$ cat src/rtl/multiword_adder_seq_pkg.sv
// Purpose:      shared types and default sizes for the multi-word sequential adder.
// Latency:      n/a (types and constants only).
// Backpressure: n/a.
package multiword_adder_seq_pkg;

  localparam int DEF_N         = 8;
  localparam int DEF_MAX_WORDS = 8;
  localparam int DEF_IDX_W     = $clog2(DEF_MAX_WORDS);

  // IDLE: the next word begins a new operation. MID: a carry chain is in flight.
  typedef enum logic {
    IDLE = 1'b0,
    MID  = 1'b1
  } state_t;

  // One registered result word, as presented on the output port.
  typedef struct packed {
    logic [DEF_N-1:0]      sum;
    logic                  carry;
    logic                  ovf;
    logic                  last;
    logic [DEF_IDX_W-1:0]  idx;
    logic                  err;
  } out_word_t;

endpackage

$ cat src/rtl/word_adder.sv
// Purpose:      N-bit ripple-carry adder, {cout,sum} = a + b + cin.
// Latency:      combinational.
// Backpressure: none.
// Ports: a, b (N-bit operands), cin (carry in), sum (N-bit result), cout (carry out).
module word_adder #(
  parameter int N = 8
) (
  input  logic [N-1:0] a,
  input  logic [N-1:0] b,
  input  logic         cin,
  output logic [N-1:0] sum,
  output logic         cout
);

  logic [N:0] c;

  assign c[0] = cin;

  for (genvar i = 0; i < N; i++) begin : g_bit
    assign sum[i]   = a[i] ^ b[i] ^ c[i];
    assign c[i + 1] = (a[i] & b[i]) | (a[i] & c[i]) | (b[i] & c[i]);
  end

  assign cout = c[N];

endmodule

$ cat src/rtl/multiword_adder_seq.sv
// Purpose:      adds/subtracts wide operands streamed LS word first, carry registered between words.
// Latency:      one cycle, one word per cycle at full rate.
// Backpressure: single output register; in_ready = !out_valid | out_ready, holds all state while stalled.
// Ports: clk/rst; in_valid/in_ready with in_a, in_b, in_first, in_last, in_sub;
//        out_valid/out_ready with out_sum, out_carry, out_ovf, out_last, out_idx, out_err.
module multiword_adder_seq
  import multiword_adder_seq_pkg::*;
#(
  parameter int N         = DEF_N,
  parameter int MAX_WORDS = DEF_MAX_WORDS,
  parameter int IDX_W     = DEF_IDX_W
) (
  input  logic             clk,
  input  logic             rst,
  input  logic             in_valid,
  output logic             in_ready,
  input  logic [N-1:0]     in_a,
  input  logic [N-1:0]     in_b,
  input  logic             in_first,
  input  logic             in_last,
  input  logic             in_sub,
  output logic             out_valid,
  input  logic             out_ready,
  output logic [N-1:0]     out_sum,
  output logic             out_carry,
  output logic             out_ovf,
  output logic             out_last,
  output logic [IDX_W-1:0] out_idx,
  output logic             out_err
);

  state_t           state, state_nxt;
  logic             carry_reg, carry_nxt;
  logic             mode_reg, mode_nxt;
  logic [IDX_W-1:0] idx, idx_nxt;

  out_word_t        out_q;
  logic             out_vld_q;

  logic             accept;
  logic             start;
  logic             mode;
  logic             cin;
  logic [N-1:0]     b_eff;
  logic [N-1:0]     sum;
  logic             cout;
  logic [IDX_W-1:0] cur_idx;
  logic             force_last;
  logic             is_last;
  logic             err;
  logic             ovf;

  assign in_ready = !out_vld_q | out_ready;
  assign accept   = in_valid & in_ready;

  // A word starts a new operation when flagged first or when nothing is in flight;
  // a first flag mid-operation abandons the old chain.
  assign start   = in_first | (state == IDLE);
  assign mode    = start ? in_sub : mode_reg;
  assign b_eff   = mode ? ~in_b : in_b;
  // Subtract is A + ~B + 1, so the first word's carry-in equals the mode bit.
  assign cin     = start ? mode : carry_reg;
  assign cur_idx = start ? '0 : idx;

  word_adder #(.N(N)) u_word_adder (
    .a    (in_a),
    .b    (b_eff),
    .cin  (cin),
    .sum  (sum),
    .cout (cout)
  );

  // An operation that reaches the word limit without a last flag is truncated there.
  assign force_last = (cur_idx == IDX_W'(MAX_WORDS - 1)) & !in_last;
  assign is_last    = in_last | force_last;

  assign err = ((state == IDLE) & !in_first)
             | ((state == MID)  &  in_first)
             | force_last;

  assign ovf = is_last
             & (in_a[N-1] == b_eff[N-1])
             & (sum[N-1]  != in_a[N-1]);

  always_comb begin
    state_nxt = state;
    carry_nxt = carry_reg;
    mode_nxt  = mode_reg;
    idx_nxt   = idx;
    if (accept) begin
      if (is_last) begin
        state_nxt = IDLE;
        idx_nxt   = '0;
      end else begin
        state_nxt = MID;
        carry_nxt = cout;
        mode_nxt  = mode;
        idx_nxt   = cur_idx + IDX_W'(1);
      end
    end
  end

  always_ff @(posedge clk or posedge rst) begin
    if (rst) begin
      state     <= IDLE;
      carry_reg <= 1'b0;
      mode_reg  <= 1'b0;
      idx       <= '0;
    end else begin
      state     <= state_nxt;
      carry_reg <= carry_nxt;
      mode_reg  <= mode_nxt;
      idx       <= idx_nxt;
    end
  end

  always_ff @(posedge clk or posedge rst) begin
    if (rst) begin
      out_vld_q <= 1'b0;
      out_q     <= '0;
    end else if (accept) begin
      out_vld_q <= 1'b1;
      out_q     <= '{sum: sum, carry: cout, ovf: ovf, last: is_last, idx: cur_idx, err: err};
    end else if (out_ready) begin
      out_vld_q <= 1'b0;
    end
  end

  assign out_valid = out_vld_q;
  assign out_sum   = out_q.sum;
  assign out_carry = out_q.carry;
  assign out_ovf   = out_q.ovf;
  assign out_last  = out_q.last;
  assign out_idx   = out_q.idx;
  assign out_err   = out_q.err;

endmodule

$ cat config.mk
export PLATFORM = sky130hd
export DESIGN_NAME = multiword_adder_seq
export DESIGN_NICKNAME = d
export VERILOG_FILES = /design/src/rtl/multiword_adder_seq_pkg.sv /design/src/rtl/word_adder.sv /design/src/rtl/multiword_adder_seq.sv
export SDC_FILE = /design/constraint.sdc
export NUM_CORES = 1
export LEC_CHECK = 0
export BUFFER_PORTS_ARGS = -buffer_cell sky130_fd_sc_hd__buf_2
export CORE_MARGIN = 8
export CORE_UTILIZATION = 53
export DETAILED_ROUTE_END_ITERATION = 8
export PLACE_DENSITY = 0.83
export REMOVE_ABC_BUFFERS = 1
export SETUP_SLACK_MARGIN = 0.3
export SYNTH_ARGS = -nofsm -noshare
export SYNTH_HDL_FRONTEND = slang
export SYNTH_HIERARCHICAL = 1
export SYNTH_SLANG_ARGS = --single-unit
$ cat constraint.sdc
create_clock -name clk -period 8.21 [get_ports clk]
set_input_delay 1.2315 -clock clk [delete_from_list [all_inputs] [get_ports clk]]
set_output_delay 1.2315 -clock clk [all_outputs]
set_load 0.02 [all_outputs]
### Word level (Yosys, flattened, before mapping)

Index checks and enable logic that the tools add are counted.

| storage, ports and cells | value |
|---|---|
| logic and storage cells | 98 |
| bits of input ports | 23 |
| output and inout bits | 17 |
| register bits after elaboration | 22 |

| operators by class | value |
|---|---|
| mux-type cells | 8 |
| eq/ne operators | 3 |
| bitwise gates (word level) | 70 |
| reductions and logical operators | 5 |
| $add $sub $neg | 1 |

Operators with widths:

| cell | number |
|---|---|
| bitwise AND 1 bit | 30 |
| OR 1 bit | 21 |
| XOR 1 bit | 16 |
| 2-to-1 mux 8 bit | 1 |
| inverter 8 bit | 1 |
| 2-to-1 mux 3 bit | 2 |
| 2-to-1 mux 1 bit | 5 |
| adder 3 x 1 -> 3 bit, second input constant | 1 |
| equality test 3 bit, second input constant | 1 |
| zero test 1 bit | 3 |
| inverter 1 bit | 2 |
| AND reduction 2 bit | 1 |
| nonzero test 2 bit | 1 |
| equality test 1 bit | 1 |
| inequality test 1 bit | 1 |

### Longest topological paths before layout

Gate-level depths: netlist of the first run.

| depth | value |
|---|---|
| depth in word-level cells | 28 |
| gate-level depth with buffers | 19 |
| gate-level depth less buffers | 19 |

### By module

The synthesis of the first run kept the hierarchy.

Modules (own cells, without submodules):

| module | area each (sq um) | times used | cells an instance | sequential area each (sq um) |
|---|---|---|---|---|
| multiword_adder_seq | 1,041.0 | 1 | 86 | 550.5 |
| word_adder | 197.7 | 1 | 18 | 0.0 |

### Least setup slack after synthesis of the first run

OpenSTA, ideal clock, no wires.

| path | value |
|---|---|
| path type | input to register |
| start point | input in_first |
| end point | register out_q (netlist bit out_ovf) |
| setup time | 0.126 ns |
| cell stages on the path | 18 |
| path buffers | 0 |
| arrival time | 5.502 ns |
| data required time | 8.084 ns |
| slack | 2.582 ns |
| cells stage by stage | inv_1 > ha_1 > mux2i_4 > xnor2_1 > inv_1 > fa_1 > inv_1 > fa_1 > fa_1 > fa_1 > fa_1 > fa_1 > fa_1 > inv_1 > fa_1 > inv_1 > nor4b_1 > a221o_1 |

| on the way | value |
|---|---|
| cells in the longest elaborated chain, start to end | 27 |
| elaborated cells on any way between the ends | 49 |
| classes of those cells | eq/ne: 3; mux: 4; bitwise: 42 |

RTL lines:

| element | line | text |
|---|---|---|
| start, declared | multiword_adder_seq.sv:19 | `input logic in_first,` |
| OR 1 bit (*) | multiword_adder_seq.sv:58 | `assign start = in_first \| (state == IDLE);` |
| 2-to-1 mux 1 bit (*) | multiword_adder_seq.sv:59 | `assign mode = start ? in_sub : mode_reg;` |
| 2-to-1 mux 8 bit (*) | multiword_adder_seq.sv:60 | `assign b_eff = mode ? ~in_b : in_b;` |
| net b_eff[0] | multiword_adder_seq.sv:44 | `logic [N-1:0] b_eff;` |
| bitwise AND 1 bit | word_adder.sv:21 | `assign c[i + 1] = (a[i] & b[i]) \| (a[i] & c[i]) \| (b[i] & c[i]);` |
| OR 1 bit | word_adder.sv:21 |  |
| OR 1 bit (*) | word_adder.sv:21 |  |
| bitwise AND 1 bit | word_adder.sv:21 |  |
| [13 not listed] | - |  |
| OR 1 bit (*) | word_adder.sv:21 |  |
| bitwise AND 1 bit | word_adder.sv:21 |  |
| OR 1 bit | word_adder.sv:21 |  |
| OR 1 bit (*) | word_adder.sv:21 |  |
| XOR 1 bit (*) | word_adder.sv:20 | `assign sum[i] = a[i] ^ b[i] ^ c[i];` |
| net sum[7] | multiword_adder_seq.sv:45 | `logic [N-1:0] sum;` |
| inequality test 1 bit (*) | multiword_adder_seq.sv:83 | `& (sum[N-1] != in_a[N-1]);` |
| bitwise AND 1 bit (*) | multiword_adder_seq.sv:83 |  |
| end signal, assigned | multiword_adder_seq.sv:123 | `out_q <= '{sum: sum, carry: cout, ovf: ovf, last: is_last, idx: cur_idx, err: err};` |
| end, declared | multiword_adder_seq.sv:37 | `out_word_t out_q;` |

Mark *: on every way through the listed nets, which the timed path passes. The rest lies on a longest branch.
A chain may end at the register's enable or synchronous reset.

### Worst setup path after layout of the first run

Same ends and word-level chain as after synthesis.

==> metrics.txt, run 1 <==
layout cell share with drive strength beyond 1=between 40% and 50%; result of the run=finished, final reports clean; synthesized-area fraction occupied by ao, oa, aoi and oai cells=under 10%; synthesis-to-finish area growth=19.7%; buffer cell driving the clock tree root=sky130_fd_sc_hd__clkbuf_4; xor-xnor portion of the synthesized cell area=6.26%; worst hold path endpoint=idx[1]; max FFs per register=8; Resize count post-CTS=0; Max Buffers Root-to-Sink=2; placement-stage worst setup slack=2.10 ns; Most Crowded Layer GR=met2; core region area=2210 µm²; clock insertion delay at the later pin of the skew report=0.30 ns; combinational family with the most area after synthesis=adder cells; DPL Wire Length=1.95 mm; Mapped Cells=104; worst clock skew=0.00234 ns; number of optimization iterations in the first detailed-route pass=4; Power Total=337 µW; length in cells of the worst reg-to-reg path=17; floorplan die height=64.3 µm; synth top area cells=sky130_fd_sc_hd__dfrtp_1, sky130_fd_sc_hd__fa_1, sky130_fd_sc_hd__mux2_2; power density over cell area=between 200 and 250 nW/µm²; DRC violations left=0; crit path launch type=input port; Sum Neg Setup Slack=0 ns; number of pins with negative max-slew slack in the final report=0; FMAX=174 MHz; biggest area consumer among synthesized cells=sky130_fd_sc_hd__dfrtp_1; sequence of cells on the critical path=buf_2 > inv_1 > ha_1 > mux2i_4 > xnor2_1 > inv_1 > fa_1 > inv_1 > fa_1 > fa_1 > fa_1 > fa_1 > fa_1 > fa_1 > inv_1 > fa_1 > inv_1 > nor4b_1 > a221o_1; routed length per placed instance=13.8 µm; relative slew slack=44.8%; Setup crit end kind=register; boundary pin count=40; overall fraction of global-route tracks in use=12.3%; average size of a mapped cell=11.9 µm²; die outline area=~4100 µm²; Synth top area share=44.4%; post-synthesis sequential element count=22; type of the worst setup path=in2reg; setup repair bufs after CTS=0; CTS tree=done; number of distinct library cell variants in the gate-level netlist after synthesis=23; Worst R2R Start=state; Sinks on Clock Net=22; unrepaired setup endpoints after global routing=false; routed vias=around 870; Hold Slack=0.489 ns; slowest CP cell=sky130_fd_sc_hd__mux2i_4; part of the cycle the worst path needs=70.0%; H-tree depth reported by CTS=1; routing usage on met3=4.36%; leading register cell type out of synthesis=sky130_fd_sc_hd__dfrtp_1; Synthesis Warnings=6; area share of and/or/nand/nor cells after synthesis=9.19%; residual antenna-violating net count after detailed routing=0; Max-cap violations=0; post-synthesis instance area=1240 µm²; final setup slack of the worst path=2.46 ns; reg-to-reg critical path endpoint=out_ovf; number of antenna violations at the first check in global routing=0; Worst Tran Pin Value=roughly 0.83 ns; internal reg-to-reg setup slack=3.16 ns; routing usage on met1=12.3%; Final Setup Violations=0; highest fanout seen on the critical path=9; maximum single-stage delay on the critical path=~0.5 ns; buffers added on ports=39; number of global-route vias before repair=948; arithmetic-cell share of the synthesized area counting full adders, half adders and majority gates=17.0%; FFs w/ async S/R, synth=100%; met2 track demand over resource in global routing=21.7%; hold depth=2; CP most frequent cell=sky130_fd_sc_hd__fa_1; leakage power=a little under 0.0008 µW; number of endpoints with negative hold slack in the final report=0; hold path start=idx[1]; post-layout minimum cycle time=~5.7 ns; total number of placement rows=17; FILL cells=about 180; count of nets after finishing=181; total overflow reported by the global router=0; clock slew at the register clock pins of the worst setup and hold paths=0.12 ns; most frequent cell after synthesis=sky130_fd_sc_hd__dfrtp_1; hold buffer count at CTS=0; final antenna diode count=0; min-delay worst type=reg2reg; post-synthesis mux area share=13.6%; number of buffers inserted during clock tree synthesis=3; width of the chip=64.3 µm; ranking of synthesized cells by instance count=sky130_fd_sc_hd__dfrtp_1, sky130_fd_sc_hd__inv_1, sky130_fd_sc_hd__mux2_2; GPL Wtd Cong=0.780; core occupancy in the finished layout=67.0%; first-pass GRT wire length=4.08 mm; drt first-iter violations=25; sequential share of the synthesized area=44.4%; total detailed-routing wirelength=2.37 mm; critical path data required time=8.41 ns; worst voltage drop across the vdd grid=0.141 mV; largest net degree at the start of global routing=27; initial cell density of the core=56.0%; data arrival time of the worst path=a little under 6 ns; count of flip-flops with a built-in enable after synthesis=0; routed vias/inst=5.05
-- final cells by class --
type | instances | area (µm²) | share of cell area (%)
Tap cell | 28 | 35.0 | 2.36
Sequential cell | 22 | 551 | 37.1
Timing Repair Buffer | 39 | 195 | 13.2
Inverter | 15 | 56.3 | 3.80
Clock buffer | 3 | 22.5 | 1.52
Multi-Input combinational cell | 65 | 623 | 42.0
-- worst max-delay path, delay by kind of cell --
kind,cells,cell delay (ns)
adders and majority gates,9,3.18
muxes,1,0.50
AOI/OAI and AO/OA,1,0.34
and+or+nand+nor,1,0.07
xor gates and xnor gates,1,0.12
buffers and inverters,6,0.50
-- layer usage --
| metal | up-vias | routed length, µm | part of all wire (%) |
|---|---|---|---|
| li1 | 419 | - | - |
| met1 | 422 | 896 | 38 |
| met2 | 23 | 1250 | 53 |
| met3 | 4 | 182 | 7.7 |
| met4 | 0 | 43 | 1.8 |
| met5 | - | 0 | 0 |
-- cell usage in the layout, fill, tap and decap left out, drive strengths merged, types with 2 or more instances in the layout --
cell,Yosys,final
nand2,13,13
nand2b,3,3
and2,2,2
xnor2,8,8
clkbuf,1,3
ha,4,4
mux2,13,13
dfrtp,22,22
inv,15,15
o21ai,6,6
buf,1,39
fa,8,8
-- stage by stage --
step,cells,area [µm²]
floorplan,102,1230
global placement,169,1460
detailed placement,169,1460
CTS,172,1480
global route,172,1480
finish,172,1480
-- how the worst max path moves through the flow --
stage | from | slack [ns] | cells after the start | end
after floorplan | in_first | 2.58 | 18 | out_ovf
after global placement | in_first | 2.29 | 19 | out_ovf
after detailed placement | in_first | 2.10 | 19 | out_ovf
after CTS | in_first | 2.44 | 19 | out_ovf
after global routing | in_first | 2.22 | 19 | out_ovf
final | in_first | 2.46 | 19 | out_ovf
-- where the power goes --
part	internal, µW	total [µW]	switching, µW	leakage, µW
Combinational	58.7	138	79.8	0.000485
Clock	17.1	48.5	31.3	0.0000138
Sequential	137	150	13.9	0.000271
Total	212	337	125	0.000770
-- cell families after synthesis --
group / count (synthesis)
AND/OR/NAND/NOR: 22
flip-flops: 22
buffers and inverters: 17
multiplexers: 14
adder cells (fa/ha/maj): 12
AO/OA/AOI/OAI: 9
XOR/XNOR: 8
Note: power is estimated with default switching activity, not from simulation.
==> run 2: changes to the inputs <==
CORE_UTILIZATION = 45   (was 53)
PLACE_DENSITY = 0.75   (was 0.83)
clock period = 4.89 ns   (was 8.21 ns; I/O delays follow)
==> run 2 against run 1 <==
  * Core utilization decreased by 9.1 points
  * Final cell count increased by 4.7%
  * Setup slack got worse by 2.1 ns
  * Routed wire length increased by 2.4%
  * Clock power increased by 110%
  * First-iteration DRC count decreased by 24%
  * Clock skew increased by 0.0037 ns
  * Register-to-register slack got worse by 2.6 ns
  * Critical path type unchanged
  * Largest power group unchanged
  * Highest routed layer unchanged
==> metrics.txt, run 2 (synthesis results as in run 1) <==
DPL Wire Length=1.94 mm (-0.30%); result of the run=finished, final reports clean; overall fraction of global-route tracks in use=11.0% (-1.2 points); floorplan die height=68.5 µm (+6.4%); synthesis-to-finish area growth=25.6%; sequence of cells on the critical path=buf_2 > inv_2 > ha_4 > mux2_2 > inv_1 > fa_1 > inv_1 > fa_2 > fa_2 > fa_2 > fa_2 > fa_2 > fa_1 > inv_1 > fa_1 > inv_2 > nor4b_1 > a221o_1; number of antenna violations at the first check in global routing=0 (unchanged); CTS tree=done; routed vias/inst=4.82 (-4.4%); routing usage on met3=3.60% (-0.75 points); residual antenna-violating net count after detailed routing=0 (unchanged); final setup slack of the worst path=0.374 ns (-2.09 ns); buffer and inverter count on the worst path=6 (unchanged); first-pass GRT wire length=3.97 mm (-2.5%); layout cell share with drive strength beyond 1=49.0% (+7.3 points); Max-cap violations=0 (unchanged); worst hold path endpoint=out_idx[0]; Final Setup Violations=0 (unchanged); min-delay worst type=reg2reg; placement-stage worst setup slack=-0.409 ns (-2.51 ns); proportion of power drawn by combinational gates=41.3% (+0.2 points); initial cell density of the core=46.1% (-9.9 points); leakage power=0.000790 µW (+2.6%); commonest cells after routing, fill and taps aside=sky130_fd_sc_hd__buf_2, sky130_fd_sc_hd__dfrtp_1, sky130_fd_sc_hd__inv_1, sky130_fd_sc_hd__mux2_2, sky130_fd_sc_hd__nand2_1; number of global-route vias before repair=949 (+0.11%); hold buffer count at CTS=0 (unchanged); largest net degree at the start of global routing=27 (unchanged); Worst Tran Pin Value=0.833 ns (+0.00547 ns); crit path launch type=input port; highest fanout seen on the critical path=4 (-5); Non-Filler Instances=180 (+4.7%); top cell family by delay on the critical path=adder cells; clock insertion delay at the later pin of the skew report=0.31 ns (about the same); length in cells of the worst reg-to-reg path=17 (unchanged); clock slew at the register clock pins of the worst setup and hold paths=0.13 ns (about the same); buffer cell driving the clock tree root=sky130_fd_sc_hd__clkbuf_4; share of power burned in the clock network=16.8% (+2.4 points); unrepaired setup endpoints after global routing=true; number of pins with negative max-slew slack in the final report=0 (unchanged); FILL cells=246 (+36%); Most Crowded Layer GR=met2; type of the worst setup path=in2reg; internal reg-to-reg setup slack=0.53 ns (-2.63 ns); number of optimization iterations in the first detailed-route pass=4 (unchanged); Power Total=602 µW (+79%); data arrival time of the worst path=4.72 ns (-1.22 ns); worst voltage drop across the vdd grid=0.255 mV (+81%); Worst R2R Start=state; total detailed-routing wirelength=2.43 mm (+2.4%); routed length per placed instance=13.5 µm (-2.1%); die outline area=4690 µm² (+13%); buffers added on ports=39 (unchanged); max FFs per register=8 (unchanged); maximum single-stage delay on the critical path=0.43 ns (-0.07 ns); final antenna diode count=0 (unchanged); CP most frequent cell=sky130_fd_sc_hd__fa_2; worst clock skew=0.00602 ns (+0.00368 ns); number of cells in the design after placement=175 (+3.6%); drt first-iter violations=19 (-24%); Sinks on Clock Net=22 (unchanged); hold depth=2 (unchanged); commonest non-fill, non-tap cell in the layout=sky130_fd_sc_hd__buf_2; Max Buffers Root-to-Sink=2 (unchanged); core region area=2690 µm² (+21%); met2 track demand over resource in global routing=20.2% (-1.5 points); routed vias=868 (unchanged); FMAX=~220 MHz; Hold Slack=0.491 ns (+0.00215 ns); hold path start=out_idx[0]; part of the cycle the worst path needs=92.3%; total number of placement rows=19 (+2); number of buffers inserted during clock tree synthesis=3 (unchanged); slowest CP cell=sky130_fd_sc_hd__fa_1; critical path data required time=5.09 ns (-3.32 ns); sequential cell fraction of total power=41.9% (-2.7 points); relative slew slack=44.4% (-0.37 points); power density over cell area=387 nW/µm² (+70%); DRC violations left=0 (unchanged); switching power of the nets=216 µW (+73%); Setup crit end kind=register; number of endpoints with negative hold slack in the final report=0 (unchanged); H-tree depth reported by CTS=1 (unchanged); GPL Wtd Cong=0.693 (-11%); width of the chip=68.5 µm (+6.4%); routing usage on met1=11.5% (-0.81 points); count of nets after finishing=185 (+2.2%); boundary pin count=40 (unchanged); post-layout minimum cycle time=4.52 ns; switch share=35.9% (-1.2 points); internal portion of total power=386 µW (+82%); total overflow reported by the global router=0 (unchanged); reg-to-reg critical path endpoint=out_ovf
## run 2: cell count changes in the layout (fill, tap and decap cells not counted), moves of 2 or more
cell	previous run	this run
sky130_fd_sc_hd__inv_2	0	2
sky130_fd_sc_hd__buf_4	0	4
sky130_fd_sc_hd__fa_2	0	5
sky130_fd_sc_hd__fa_1	8	3
sky130_fd_sc_hd__inv_1	15	13
## run 2: what timing repair did
item | 4_1_cts | 5_1_grt
setup buffers | 0 | 1
resized for setup | 9 | 0
pin swaps | 0 | 1
endpoints found under the hold margin | 0 | 0
setup endpoints to repair | 2 | 1
## run 2: worst min-delay path: stages (launching register included)
cell and delay, ns:
sky130_fd_sc_hd__dfrtp_1 0.36, sky130_fd_sc_hd__nand2_1 0.04, sky130_fd_sc_hd__o21ai_0 0.06
## run 2: per-stage QoR
| step | util, % | TNS [ns] | cell area, µm² |
|---|---|---|---|
| final | 57.9 | 0 | 1560 |
| after detailed placement | 55.3 | -0.579 | 1490 |
| after global placement | 55.3 | -0.363 | 1490 |
| after global routing | 57.9 | 0 | 1560 |
| after CTS | 57.6 | 0 | 1550 |
| after floorplan | - | -0.241 | 1230 |
## run 2: how the worst max path moves through the flow
stage,end,start,slack [ns],cells past startpoint
2_1_floorplan,out_ovf,in_first,-0.24,18
3_3_place_gp,out_ovf,in_first,-0.28,17
3_5_place_dp,out_ovf,in_first,-0.41,17
4_1_cts,out_ovf,in_first,0.34,18
5_1_grt,out_ovf,in_first,0.22,19
6_report,out_ovf,in_first,0.37,18
## run 2: cell type report
class                      instances  area [µm²]  share of cell area [%]
inverter                          15        56.3                    3.62
tap                               31        38.8                    2.49
multi-input combinational         65         648                    41.7
sequential                        22         551                    35.4
clock buffer                       4        36.3                    2.33
timing repair buffer              43         225                    14.5
## run 2: routing by layer
layer  up-vias  wire length [µm]
li1        424                 -
met1       422               955
met2        20              1300
met3         2               151
met4         0                18
met5         -                 0
## run 2: power by group through the flow
| stage | combinational, µW | clock, µW | sequential (µW) |
|---|---|---|---|
| 6_report | 249 | 101 | 253 |
| 5_1_grt | 276 | 111 | 258 |
| 4_1_cts | 249 | 104 | 253 |
| 3_5_place_dp | 243 | 0 | 257 |
| 3_3_place_gp | 234 | 0 | 253 |
| 2_1_floorplan | 104 | 0 | 307 |
==> run 3: changes to the inputs <==
CORE_UTILIZATION = 50   (was 45)
PLACE_DENSITY = 0.79   (was 0.75)
clock period = 4.47 ns   (was 4.89 ns; I/O delays follow)
==> run 3 against run 2 <==
  * Sequential power rose by 9.1%
  * Combinational power rose by 19%
  * Sequential share of layout area fell by 1.4 points
  * Via count rose by 3.3%
  * Final cell count rose by 1.1%
  * Core utilization rose by 9.3 points
  * Largest cell class unchanged
  * Clock skew barely moved
  * Register-to-register slack got worse by 0.41 ns
  * Non-clock buffer count rose by 3
  * Total power rose by 20%
  * Hold slack got worse by 0.00060 ns
  * Clock-buffer cell count fell by 1
  * Largest power group is now combinational logic
==> metrics.txt, run 3 (synthesis results as in run 1) <==
power density over cell area=448 nW/µm² (+16%); max FFs per register=8 (unchanged); top cell family by delay on the critical path=adder cells; width of the chip=65.8 µm (-3.9%); core region area=2410 µm² (-10%); post-place instance area=1490 µm² (+0.42%); uppermost layer routed=met4; commonest cells after routing, fill and taps aside=sky130_fd_sc_hd__buf_2, sky130_fd_sc_hd__dfrtp_1, sky130_fd_sc_hd__mux2_2, sky130_fd_sc_hd__nand2_1, sky130_fd_sc_hd__inv_1; buffer and inverter count on the worst path=6 (unchanged); Setup crit end kind=register; total overflow reported by the global router=0 (unchanged); DPL Wire Length=1.93 mm (-0.70%); synthesis-to-finish area growth=30.8%; unrepaired setup endpoints after global routing=true; total detailed-routing wirelength=2.64 mm (+8.9%); layout cell share with drive strength beyond 1=52.6% (+3.6 points); H-tree depth reported by CTS=1 (unchanged); clock insertion delay at the later pin of the skew report=0.31 ns (about the same); sequence of cells on the critical path=buf_6 > inv_6 > ha_4 > mux2i_4 > xnor2_1 > inv_1 > fa_2 > inv_2 > fa_2 > fa_2 > fa_2 > fa_2 > fa_2 > fa_2 > inv_2 > fa_1 > inv_2 > nor4b_1 > a221o_1; final setup slack of the worst path=0.0583 ns (-0.316 ns); crit path launch type=input port; data arrival time of the worst path=4.61 ns (-0.11 ns); part of the cycle the worst path needs=98.7%; routed vias=897 (+3.3%); Max-cap violations=0 (unchanged); die outline area=4330 µm² (-7.7%); highest fanout seen on the critical path=4 (unchanged); Sinks on Clock Net=22 (unchanged); min-delay worst type=in2async; residual antenna-violating net count after detailed routing=0 (unchanged); Hold Slack=0.491 ns (-0.000597 ns); type of the worst setup path=in2reg; hold buffer count at CTS=0 (unchanged); slowest CP cell=sky130_fd_sc_hd__fa_1; boundary pin count=40 (unchanged); post-layout minimum cycle time=between 4 and 5 ns; metal3 WL=137 µm (-9.3%); number of buffers inserted during clock tree synthesis=3 (unchanged); commonest non-fill, non-tap cell in the layout=sky130_fd_sc_hd__buf_2; Non-Filler Instances=182 (+1.1%); FMAX=227 MHz; CP most frequent cell=sky130_fd_sc_hd__fa_2; count of nets after finishing=188 (+1.6%); largest net degree at the start of global routing=27 (unchanged); Final Setup Violations=0 (unchanged); first-pass GRT wire length=4.46 mm (+12%); number of cells in the design after placement=175 (unchanged); relative slew slack=45.8% (+1.4 points); buffers added on ports=39 (unchanged); routed length per placed instance=14.5 µm (+7.7%); placement-stage worst setup slack=-0.779 ns (-0.370 ns); routed vias/inst=4.93 (+2.2%); CTS tree=done; overall fraction of global-route tracks in use=13.3% (+2.3 points); clock slew at the register clock pins of the worst setup and hold paths=0.13 ns (about the same); drt first-iter violations=19 (unchanged); met2 wire length=1.50 mm (+15%); total number of placement rows=18 (-1); number of endpoints with negative hold slack in the final report=0 (unchanged); number of pins with negative max-slew slack in the final report=0 (unchanged); core occupancy in the finished layout=67.2% (+9.3 points); floorplan die height=65.8 µm (-3.9%); number of antenna violations at the first check in global routing=0 (unchanged); worst clock skew=0.00608 ns (+0.0000589 ns); leakage power=0.000817 µW (+3.4%); maximum single-stage delay on the critical path=0.41 ns (-0.02 ns); Worst Tran Pin Value=0.812 ns (-0.0214 ns); worst voltage drop across the vdd grid=0.303 mV (+19%); buffer cell driving the clock tree root=sky130_fd_sc_hd__clkbuf_4; DRC violations left=0 (unchanged); Max Buffers Root-to-Sink=2 (unchanged); Met1 Wirelength=958 µm (+0.31%); GPL Wtd Cong=0.693 (about the same); final cell area excluding filler cells=1620 µm² (+4.2%); final antenna diode count=0 (unchanged); number of global-route vias before repair=964 (+1.6%); critical path data required time=4.67 ns (-0.42 ns); initial cell density of the core=51.4% (+5.3 points); result of the run=finished, final reports clean; number of optimization iterations in the first detailed-route pass=4 (unchanged)
[run 3: cell count changes in the layout (fill, tap and decap cells not counted), sizes merged]
cell / delta
bufinv: +1
clkbuf: -1
buf: +3
[run 3: timing repair]
item | in CTS | in global routing
buffers inserted | 1 | 2
pin swaps | 0 | 1
endpoints found under the setup margin | 5 | 2
resized for setup | 18 | 1
[run 3: layout make-up]
class | count | area [µm²]
clock inverter | 1 | 30.0
inverter | 15 | 61.3
multi-input combinational | 65 | 657
timing repair buffer | 46 | 262
tap | 30 | 37.5
clock buffer | 3 | 22.5
fill | 174 | 790
sequential | 22 | 551
[run 3: layer usage]
layer,up-vias,track usage [%]
met2,23,23.0
met1,439,14.5
met4,0,6.27
met3,5,4.24
met5,-,0
li1,430,-
[run 3: path summary, 6_finish.rpt]
path                              end  startpoint  slack [ns]  cells after the start
max                           out_ovf    in_first        0.06                     19
min                        out_sum[3]         rst        0.49                      2
max in group asynchronous     out_err         rst        3.47                      2
max reg2reg                   out_ovf       state        0.12                     17
min reg2reg                   out_err     out_err        0.49                      2
min in group clk              out_err     out_err        0.49                      2
[run 3: worst register-to-register path: stages, from the launching register on]
cell and delay, ns:
sky130_fd_sc_hd__dfrtp_1 0.43, sky130_fd_sc_hd__ha_4 0.20, sky130_fd_sc_hd__mux2i_4 0.19, sky130_fd_sc_hd__xnor2_1 0.12
sky130_fd_sc_hd__inv_1 0.08, sky130_fd_sc_hd__fa_2 0.20, sky130_fd_sc_hd__inv_2 0.04, sky130_fd_sc_hd__fa_2 0.33
sky130_fd_sc_hd__fa_2 0.35, sky130_fd_sc_hd__fa_2 0.35, sky130_fd_sc_hd__fa_2 0.35, sky130_fd_sc_hd__fa_2 0.35
sky130_fd_sc_hd__fa_2 0.35, sky130_fd_sc_hd__inv_2 0.06, sky130_fd_sc_hd__fa_1 0.41, sky130_fd_sc_hd__inv_2 0.08
sky130_fd_sc_hd__nor4b_1 0.06, sky130_fd_sc_hd__a221o_1 0.32
[run 3: report_power, final]
group	internal, µW	total, µW	switching (µW)
clock network	90.7	152	61.7
registers	251	276	25.7
logic	138	297	159
total	479	726	247
[run 3: stage by stage]
step           total power (µW)  setup TNS, ns
6_report                    726              0
5_1_grt                     777        -0.0651
4_1_cts                     725              0
3_5_place_dp                549          -2.22
3_3_place_gp                534          -1.45
2_1_floorplan               450          -1.27
